==> config.mk <==
export PLATFORM = sky130hd
export DESIGN_NAME = ex_mem_skid_stage
export DESIGN_NICKNAME = d
export VERILOG_FILES = /design/src/rtl/ex_mem_skid_stage.sv
export SDC_FILE = /design/constraint.sdc
export NUM_CORES = 1
export LEC_CHECK = 0
export CAP_MARGIN = 10
export CORE_MARGIN = 2
export CORE_UTILIZATION = 39
export CTS_CLUSTER_DIAMETER = 150
export CTS_CLUSTER_SIZE = 12
export DETAILED_ROUTE_END_ITERATION = 10
export PLACE_DENSITY_LB_ADDON = 0.15
export SETUP_SLACK_MARGIN = 0.2
export SYNTH_ARGS = -nofsm -noshare
export SYNTH_HDL_FRONTEND = slang
export SYNTH_SLANG_ARGS = --single-unit
==> constraint.sdc <==
create_clock -name clk -period 13.2 [get_ports clk]
set_input_delay 1.98 -clock clk [delete_from_list [all_inputs] [get_ports clk]]
set_output_delay 1.98 -clock clk [all_outputs]
set_load 0.005 [all_outputs]
==> src/rtl/ex_mem_skid_stage.sv <==
// EX->MEM pipeline register built as a 2-entry skid buffer (HEAD feeds MEM, SKID absorbs one
// extra beat), with branch-taken redirect pulse generation and a saturating MEM stall counter.
module ex_mem_skid_stage #(
    parameter int XLEN = 32,
    parameter int REGW = 5,
    parameter int CNTW = 32
) (
    input  logic            clk,
    input  logic            reset,
    input  logic            flush,
    input  logic            ex_valid,
    output logic            ex_ready,
    input  logic [XLEN-1:0] ex_alu_out,
    input  logic            ex_alu_zero,
    input  logic            ex_is_branch,
    input  logic [XLEN-1:0] ex_target,
    input  logic [XLEN-1:0] ex_store_data,
    input  logic [REGW-1:0] ex_rd,
    input  logic            ex_reg_write,
    input  logic            ex_mem_read,
    input  logic            ex_mem_write,
    input  logic [2:0]      ex_funct3,
    output logic            mem_valid,
    input  logic            mem_ready,
    output logic [XLEN-1:0] mem_alu_out,
    output logic [XLEN-1:0] mem_store_data,
    output logic [REGW-1:0] mem_rd,
    output logic            mem_reg_write,
    output logic            mem_mem_read,
    output logic            mem_mem_write,
    output logic [2:0]      mem_funct3,
    output logic            redirect_valid,
    output logic [XLEN-1:0] redirect_pc,
    output logic            redirect_misalign,
    output logic [CNTW-1:0] stall_cycles
);

    typedef struct packed {
        logic [XLEN-1:0] alu_out;
        logic [XLEN-1:0] store_data;
        logic [REGW-1:0] rd;
        logic            reg_write;
        logic            mem_read;
        logic            mem_write;
        logic [2:0]      funct3;
    } entry_t;

    entry_t          head_q, head_d, skid_q, skid_d, in_entry;
    logic            head_valid_q, head_valid_d;
    logic            skid_valid_q, skid_valid_d;
    logic            ex_ready_q, ex_ready_d;
    logic            redir_valid_q, redir_valid_d;
    logic            redir_mis_q, redir_mis_d;
    logic [XLEN-1:0] redir_pc_q, redir_pc_d;
    logic [CNTW-1:0] stall_q, stall_d;
    logic            accept, drain, taken;

    assign in_entry = '{alu_out:    ex_alu_out,
                        store_data: ex_store_data,
                        rd:         ex_rd,
                        reg_write:  ex_reg_write,
                        mem_read:   ex_mem_read,
                        mem_write:  ex_mem_write,
                        funct3:     ex_funct3};

    assign accept = ex_valid & ex_ready_q & ~flush;
    assign drain  = head_valid_q & mem_ready;
    assign taken  = accept & ex_is_branch & ex_alu_zero;

    always_comb begin
        head_d       = head_q;
        head_valid_d = head_valid_q;
        skid_d       = skid_q;
        skid_valid_d = skid_valid_q;
        if (flush) begin
            head_valid_d = 1'b0;
            skid_valid_d = 1'b0;
        end else if (skid_valid_q) begin
            // ex_ready is low whenever SKID is full, so no accept can coincide here
            if (drain) begin
                head_d       = skid_q;
                skid_valid_d = 1'b0;
            end
        end else if (!head_valid_q || drain) begin
            head_valid_d = accept;
            if (accept) head_d = in_entry;
        end else if (accept) begin
            skid_valid_d = 1'b1;
            skid_d       = in_entry;
        end
        ex_ready_d = ~skid_valid_d;
    end

    always_comb begin
        redir_valid_d = taken;
        redir_pc_d    = redir_pc_q;
        redir_mis_d   = redir_mis_q;
        if (taken) begin
            redir_pc_d  = ex_target;
            redir_mis_d = |ex_target[1:0];
        end
        stall_d = stall_q;
        if (head_valid_q && !mem_ready && stall_q != {CNTW{1'b1}}) stall_d = stall_q + 1'b1;
    end

    always_ff @(posedge clk or posedge reset) begin
        if (reset) begin
            head_q        <= '0;
            skid_q        <= '0;
            head_valid_q  <= 1'b0;
            skid_valid_q  <= 1'b0;
            ex_ready_q    <= 1'b0;
            redir_valid_q <= 1'b0;
            redir_pc_q    <= '0;
            redir_mis_q   <= 1'b0;
            stall_q       <= '0;
        end else begin
            head_q        <= head_d;
            skid_q        <= skid_d;
            head_valid_q  <= head_valid_d;
            skid_valid_q  <= skid_valid_d;
            ex_ready_q    <= ex_ready_d;
            redir_valid_q <= redir_valid_d;
            redir_pc_q    <= redir_pc_d;
            redir_mis_q   <= redir_mis_d;
            stall_q       <= stall_d;
        end
    end

    assign ex_ready          = ex_ready_q;
    assign mem_valid         = head_valid_q;
    assign mem_alu_out       = head_q.alu_out;
    assign mem_store_data    = head_q.store_data;
    assign mem_rd            = head_q.rd;
    assign mem_reg_write     = head_q.reg_write;
    assign mem_mem_read      = head_q.mem_read;
    assign mem_mem_write     = head_q.mem_write;
    assign mem_funct3        = head_q.funct3;
    assign redirect_valid    = redir_valid_q;
    assign redirect_pc       = redir_pc_q;
    assign redirect_misalign = redir_mis_q;
    assign stall_cycles      = stall_q;

endmodule

==> results of run 1 <==
-- cell usage in the layout, fill, tap and decap left out, types with 2 or more instances in the layout --
cell,instances
clkdlybuf4s50_1,256
dfrtp_1,218
mux2_2,107
nor2_1,85
a21oi_1,78
mux2i_1,76
xnor2_1,22
clkbuf_16,22
nand2_1,14
nand4_1,12
nand3_1,10
xor2_1,7
buf_4,7
and3_1,5
nor3_1,4
a31oi_1,3
and3_2,3
inv_1,2
inv_8,2
and4_1,2
and4_4,2
and2_1,2
nand4_2,2
nor4_4,2
-- synth_stat cells --
cell | number | area, sq um
mux2_1 | 1 | 11.3
o21a_1 | 1 | 7.51
nand2b_1 | 1 | 6.26
and3_1 | 5 | 31.3
mux2i_1 | 76 | 761
inv_1 | 3 | 11.3
buf_1 | 1 | 3.75
and2b_4 | 1 | 10.0
and2_1 | 2 | 12.5
nor4_4 | 2 | 42.5
dfrtp_1 | 219 | 5480
nor3_2 | 1 | 10.0
and3_2 | 3 | 22.5
o211ai_1 | 1 | 7.51
and4_1 | 2 | 17.5
a211o_2 | 1 | 10.0
buf_2 | 26 | 130
a2111oi_4 | 1 | 27.5
clkbuf_1 | 9 | 33.8
xor2_1 | 7 | 61.3
nand2_2 | 1 | 6.26
buf_4 | 1 | 7.51
nand4_2 | 2 | 25.0
xnor2_1 | 22 | 193
a21bo_4 | 1 | 16.3
a21oi_1 | 78 | 390
ha_1 | 1 | 12.5
a31oi_1 | 3 | 18.8
clkbuf_4 | 1 | 7.51
nor2_1 | 85 | 319
a211oi_1 | 1 | 7.51
and4_4 | 2 | 22.5
nand4_1 | 12 | 75.1
nor4b_2 | 1 | 15.0
buf_8 | 1 | 15.0
mux2_2 | 107 | 1200
nor3_1 | 4 | 20.0
a311oi_2 | 1 | 15.0
o2111ai_1 | 1 | 8.76
nand3_1 | 10 | 50.1
nand2_1 | 15 | 56.3
and4_2 | 1 | 10.0
-- cell type report --
class                           instances  area (sq um)
Clock buffer                           23           554
Multi-Input combinational cell        453          3520
Sequential cell                       219          5480
Timing Repair Buffer                  263          2620
Clock inverter                          2          27.5
Fill cell                            2008         10700
Antenna cell                            1          2.50
Tap cell                              319           399
Inverter                                3          18.8
-- worst max-delay path by stage --
stage              start              end  slack (ns)  cells past startpoint
2_1_floorplan      reset         ex_ready        5.23                      1
3_3_place_gp   mem_ready        mem_rd[3]        8.49                      7
3_5_place_dp   mem_ready        mem_rd[2]        8.40                      6
4_1_cts        mem_ready  mem_alu_out[28]        8.95                      7
5_1_grt        mem_ready  mem_alu_out[27]        8.69                      7
6_report       mem_ready    mem_funct3[0]        8.92                      7
-- cell families (layout without fill, tap and decap cells) --
kind of cell               count (synthesis)  in the layout
DFF                                      219            219
xor gates and xnor gates                  29             29
buffers and inverters                     42            291
AOI/OAI and AO/OA                         89             89
and+or+nand+nor                          150            150
adders and majority gates                  1              1
other                                      0              1
muxes                                    184            184
-- flip-flops by register name, summed over array words and instances, names as in the netlist --
name and flops:
redirect_misalign 1, mem_mem_read 1, redirect_pc 32, mem_store_data 32, mem_rd 5, mem_reg_write 1, skid_q 75, mem_alu_out 32
mem_funct3 3, mem_mem_write 1, mem_valid 1, skid_valid_q 1, redirect_valid 1, ex_ready 1, stall_cycles 32
-- through the flow --
stage               power [mW]  instances  instance area (sq um)  setup slack [ns]   util
CTS                       1.95       1282                  12600              8.95  0.541
detailed placement        1.39       1257                  12000              8.40  0.516
global route              2.04       1282                  12600              8.69  0.541
floorplan                 1.12        714                   9190              5.23      -
global placement          1.38       1257                  12000              8.49  0.516
finish                    1.92       1283                  12600              8.92  0.541
-- power groups by stage --
stage	Sequential [mW]	Clock [mW]	Combinational [mW]
final	0.922	0.543	0.452
after global routing	0.944	0.593	0.499
after CTS	0.923	0.568	0.462
after detailed placement	0.933	0	0.460
after global placement	0.930	0	0.452
after floorplan	0.925	0	0.195
-- routing by layer --
metal / global-route usage / vias to the layer above / wire, um / part of all wire
met4: 0.0403 / 2 / 333 / 0.016
met3: 0.0592 / 23 / 1920 / 0.092
met5: 0 / - / 13 / 0.00063
met1: 0.223 / 3018 / 9420 / 0.45
li1: - / 3014 / - / -
met2: 0.263 / 190 / 9050 / 0.44
==> results_dict.tcl, run 1 <==
set metrics [dict create \
    worst_pin_slew_ns 1.08 \
    numCtsBuffers 22 \
    hp-class "register to register" \
    ir_drop_mv 0.0755 \
    crit_fanout 86 \
    rr_worst_depth 6 \
    min_path_cells 1 \
    io_pins 257 \
    hold_viol_final 0 \
    start_util 0.394 \
    fp.dieW_um 158 \
    yosysUniqueCellTypes 42 \
    hpwlAfterDp_um 13700 \
    ys_seq_area_frac 0.596 \
    setup_viol 0 \
    slew_viol_final 0 \
    cts_tree "built" \
    whs_ns 0.499 \
    switching_power_uw 490 \
    grtUsageTotal 0.168 \
    max_stage_delay_ns 0.78 \
    cp_top_family "buffers and inverters" \
    place_congestion 0.746 \
    io_buffers 256 \
    vias 6247 \
    yosys.area_share.adder 0.00136 \
    clk_latency_ns 0.51 \
    p_comb_frac 0.236 \
    min_to "stall_cycles[17]" \
    synth_fp_nets 829 \
    relSlewSlack 0.278 \
    cts_sinks 219 \
    die_h_um 158 \
    worstPathArrival_ns 4.71 \
    viasPerCell 4.87 \
    rsz0062_at_grt "no" \
    synth_top_family_by_area "multiplexers" \
    synth-simple-area-share 0.0818 \
    synth_compound_area_frac 0.0554 \
    grt_pass1_wl_um 33300 \
    postSynthAreaPerCell_sq_um 12.9 \
    p_seq_frac 0.481 \
    post-route-period-util 0.324 \
    post_cts_resized 0 \
    leakagePower_nw 5.20 \
    start_kind "primary input" \
    power_frac_clock 0.283 \
    synth-seq-cells 219 \
    synth.cell_area_sq_um 9190 \
    wl_per_cell_um 16.2 \
    r2r_setup_slack_ns 10.11 \
    syn_to_final_growth_pct 37.3 \
    gr-total-overflow 0 \
    fp.coreArea_sq_um 23300 \
    outcome "completed" \
    min-delay-start "stall_cycles[17]" \
    p_int_mw 1.43 \
    grt_antenna_before_repair 1 \
    synthMuxAreaShare 0.215 \
    drive_gt1_frac 0.165 \
    clk_path_buf_depth 3 \
    post_cts_buffers 0 \
    p_per_area_nw_per_um2 152 \
    drc 0 \
    grt_pass1_vias 6263 \
    tns_ns 0 \
    cts_htree_levels 1 \
    cts_hold_buf 0 \
    crit_chain "clkdlybuf4s50_1, and2b_4, a2111oi_4, buf_4, buf_4, nor2_1, a21oi_1" \
    synth_cells 714 \
    rows 56 \
    max_freq_mhz 234 \
    ys_warn_count 0 \
    path_clk_slew_ns 0.06 \
    rr_endpoint "mem_funct3[0]" \
    fin_crit_ns 4.28 \
    crit_slowest_cell "buf_4" \
    crit_top_cell "buf_4" \
    r2r-start "skid_valid_q" \
    path_buf_inv 3 \
    drt-initial-drc-count 203 \
    first_pass_iters 4 \
    p_sw_frac 0.255 \
    cp_data_required_time_ns 13.63 \
    grt_max_degree 96 \
    skew_ns 0.0156 \
    wirelength_um 20700 \
    endpoint_kind "register" \
    num-nets-final 1077 \
    drv_cap 0 \
    synth_xor_area_frac 0.0276 \
    critical_path_class "primary input to register" \
    die-area_sq_um 24800 \
    ant_nets 0 \
    cts_root_buf "clkbuf_16" \
]
Note: power is estimated with default switching activity, not from simulation.
==> run 2: changes to the inputs <==
==> constraint.sdc (replaced) <==
create_clock -name clk -period 4 [get_ports clk]
set_input_delay 0.6 -clock clk [delete_from_list [all_inputs] [get_ports clk]]
set_output_delay 0.6 -clock clk [all_outputs]
set_load 0.005 [all_outputs]
==> results_dict.tcl, run 2 (synthesized netlist as in run 1, its figures left out) <==
set metrics [dict create \
    outcome "completed" \
    viasPerCell 4.90 \
    switching_power_mw 1.63 \
    clk_latency_ns 0.50 \
    fin_ws_ns 1.41 \
    fin_crit_ns 2.59 \
    cts_hold_buf 0 \
    max_freq_mhz 386 \
    ant_nets 0 \
    endpoint_kind "register" \
    grt_pass1_wl_um 34400 \
    cts_htree_levels 1 \
    numCtsBuffers 22 \
    vias 6290 \
    p_sw_frac 0.255 \
    worst_pin_slew_ns 1.06 \
    placed_area_sq_um 12100 \
    final_common_cell "clkdlybuf4s50_1" \
    grt_antenna_before_repair 1 \
    top_register "skid_q" \
    drv_cap 0 \
    hpwlAfterDp_um 14100 \
    hp-class "register to register" \
    min-delay-start "stall_cycles[17]" \
    cp_top_family "flip-flops" \
    diodes 0 \
    r2r-start "skid_valid_q" \
    num-nets-final 1079 \
    syn_to_final_growth_pct 37.9 \
    grt_pass1_vias 6472 \
    setup_viol 0 \
    fillerInstances 2019 \
    post_cts_resized 0 \
    max_stage_delay_ns 0.89 \
    critical_path_class "register to register" \
    die_h_um 158 \
    drive_gt1_frac 0.167 \
    io_buffers 256 \
    die-area_sq_um 24800 \
    final_cell_mix "256 x clkdlybuf4s50_1, 218 x dfrtp_1, 107 x mux2_2" \
    pre_cts_slack_ns 1.09 \
    rows 56 \
    p_per_area_nw_per_um2 503 \
    drc 0 \
    rr_endpoint "skid_q[54]" \
    cts_tree "built" \
    dp.cells 1259 \
    worstPathArrival_ns 2.96 \
    clk_path_buf_depth 3 \
    start_util 0.394 \
    grt_max_degree 151 \
    crit_slowest_cell "dfrtp_4" \
    wl_per_cell_um 16.6 \
    grtUsageTotal 0.173 \
    path_buf_inv 1 \
    final_area_sq_um 12700 \
    rsz0062_at_grt "no" \
    relSlewSlack 0.295 \
    stdcell_count 1284 \
    p_seq_frac 0.480 \
    post-route-period-util 0.647 \
    wirelength_um 21300 \
    first_pass_iters 4 \
    tns_ns 0 \
    crit_chain "nor3_1, nand2_4, buf_4, mux2_2" \
    post_cts_buffers 0 \
    power_frac_clock 0.286 \
    gr-total-overflow 0 \
    crit_fanout 75 \
    path_clk_slew_ns 0.06 \
    leakagePower_nw 5.23 \
    largest_reg_flops 75 \
    r2r_setup_slack_ns 1.41 \
    drt-initial-drc-count 273 \
    p_comb_frac 0.234 \
    ir_drop_mv 0.285 \
    skew_ns 0.0119 \
    p_int_mw 4.75 \
    rr_worst_depth 4 \
    slew_viol_final 0 \
    start_kind "register" \
    io_pins 257 \
    min_to "stall_cycles[17]" \
    hold_viol_final 0 \
    min_path_cells 1 \
    cts_sinks 219 \
    power_mw 6.38 \
    cts_root_buf "clkbuf_16" \
    fp.dieW_um 158 \
    cp_data_required_time_ns 4.37 \
    place_congestion 0.742 \
    fp.coreArea_sq_um 23300 \
]
run 2: layout make-up:
class | instances | area, sq um | share of cell area
Sequential cell | 219 | 5480 | 0.433
Multi-Input combinational cell | 453 | 3520 | 0.278
Timing Repair Buffer | 265 | 2670 | 0.210
Clock buffer | 24 | 579 | 0.0457
Tap cell | 319 | 399 | 0.0315
Inverter | 3 | 15.0 | 0.00118
Clock inverter | 1 | 11.3 | 0.000888
run 2: routing by layer:
metal  vias to the layer above  track usage  share of wire
li1                       3008            -              -
met1                      3065        0.233           0.45
met2                       189        0.276           0.45
met3                        28       0.0518          0.078
met4                         0       0.0394          0.018
met5                         -            0              0
run 2: how the worst max path moves through the flow:
stage	from	end	cells past startpoint
3_3_place_gp	flush	skid_q[6]	5
4_1_cts	skid_valid_q	skid_q[54]	4
6_report	skid_valid_q	skid_q[54]	4
3_5_place_dp	flush	skid_q[50]	5
5_1_grt	skid_valid_q	skid_q[9]	4
2_1_floorplan	reset	ex_ready	1
run 2: power by group through the flow:
| stage | Clock (mW) | Combinational, mW | Sequential [mW] |
|---|---|---|---|
| finish | 1.82 | 1.49 | 3.06 |
| detailed placement | 0 | 1.52 | 3.10 |
| global route | 1.97 | 1.65 | 3.13 |
| floorplan | 0 | 0.644 | 3.05 |
| global placement | 0 | 1.48 | 3.09 |
| CTS | 1.89 | 1.52 | 3.06 |
run 2: per-stage QoR:
stage | utilization | hold WS (ns)
3_5_place_dp | 0.518 | 0.494
2_1_floorplan | - | 0.477
4_1_cts | 0.543 | 0.502
5_1_grt | 0.543 | 0.521
3_3_place_gp | 0.518 | 0.484
6_report | 0.543 | 0.492
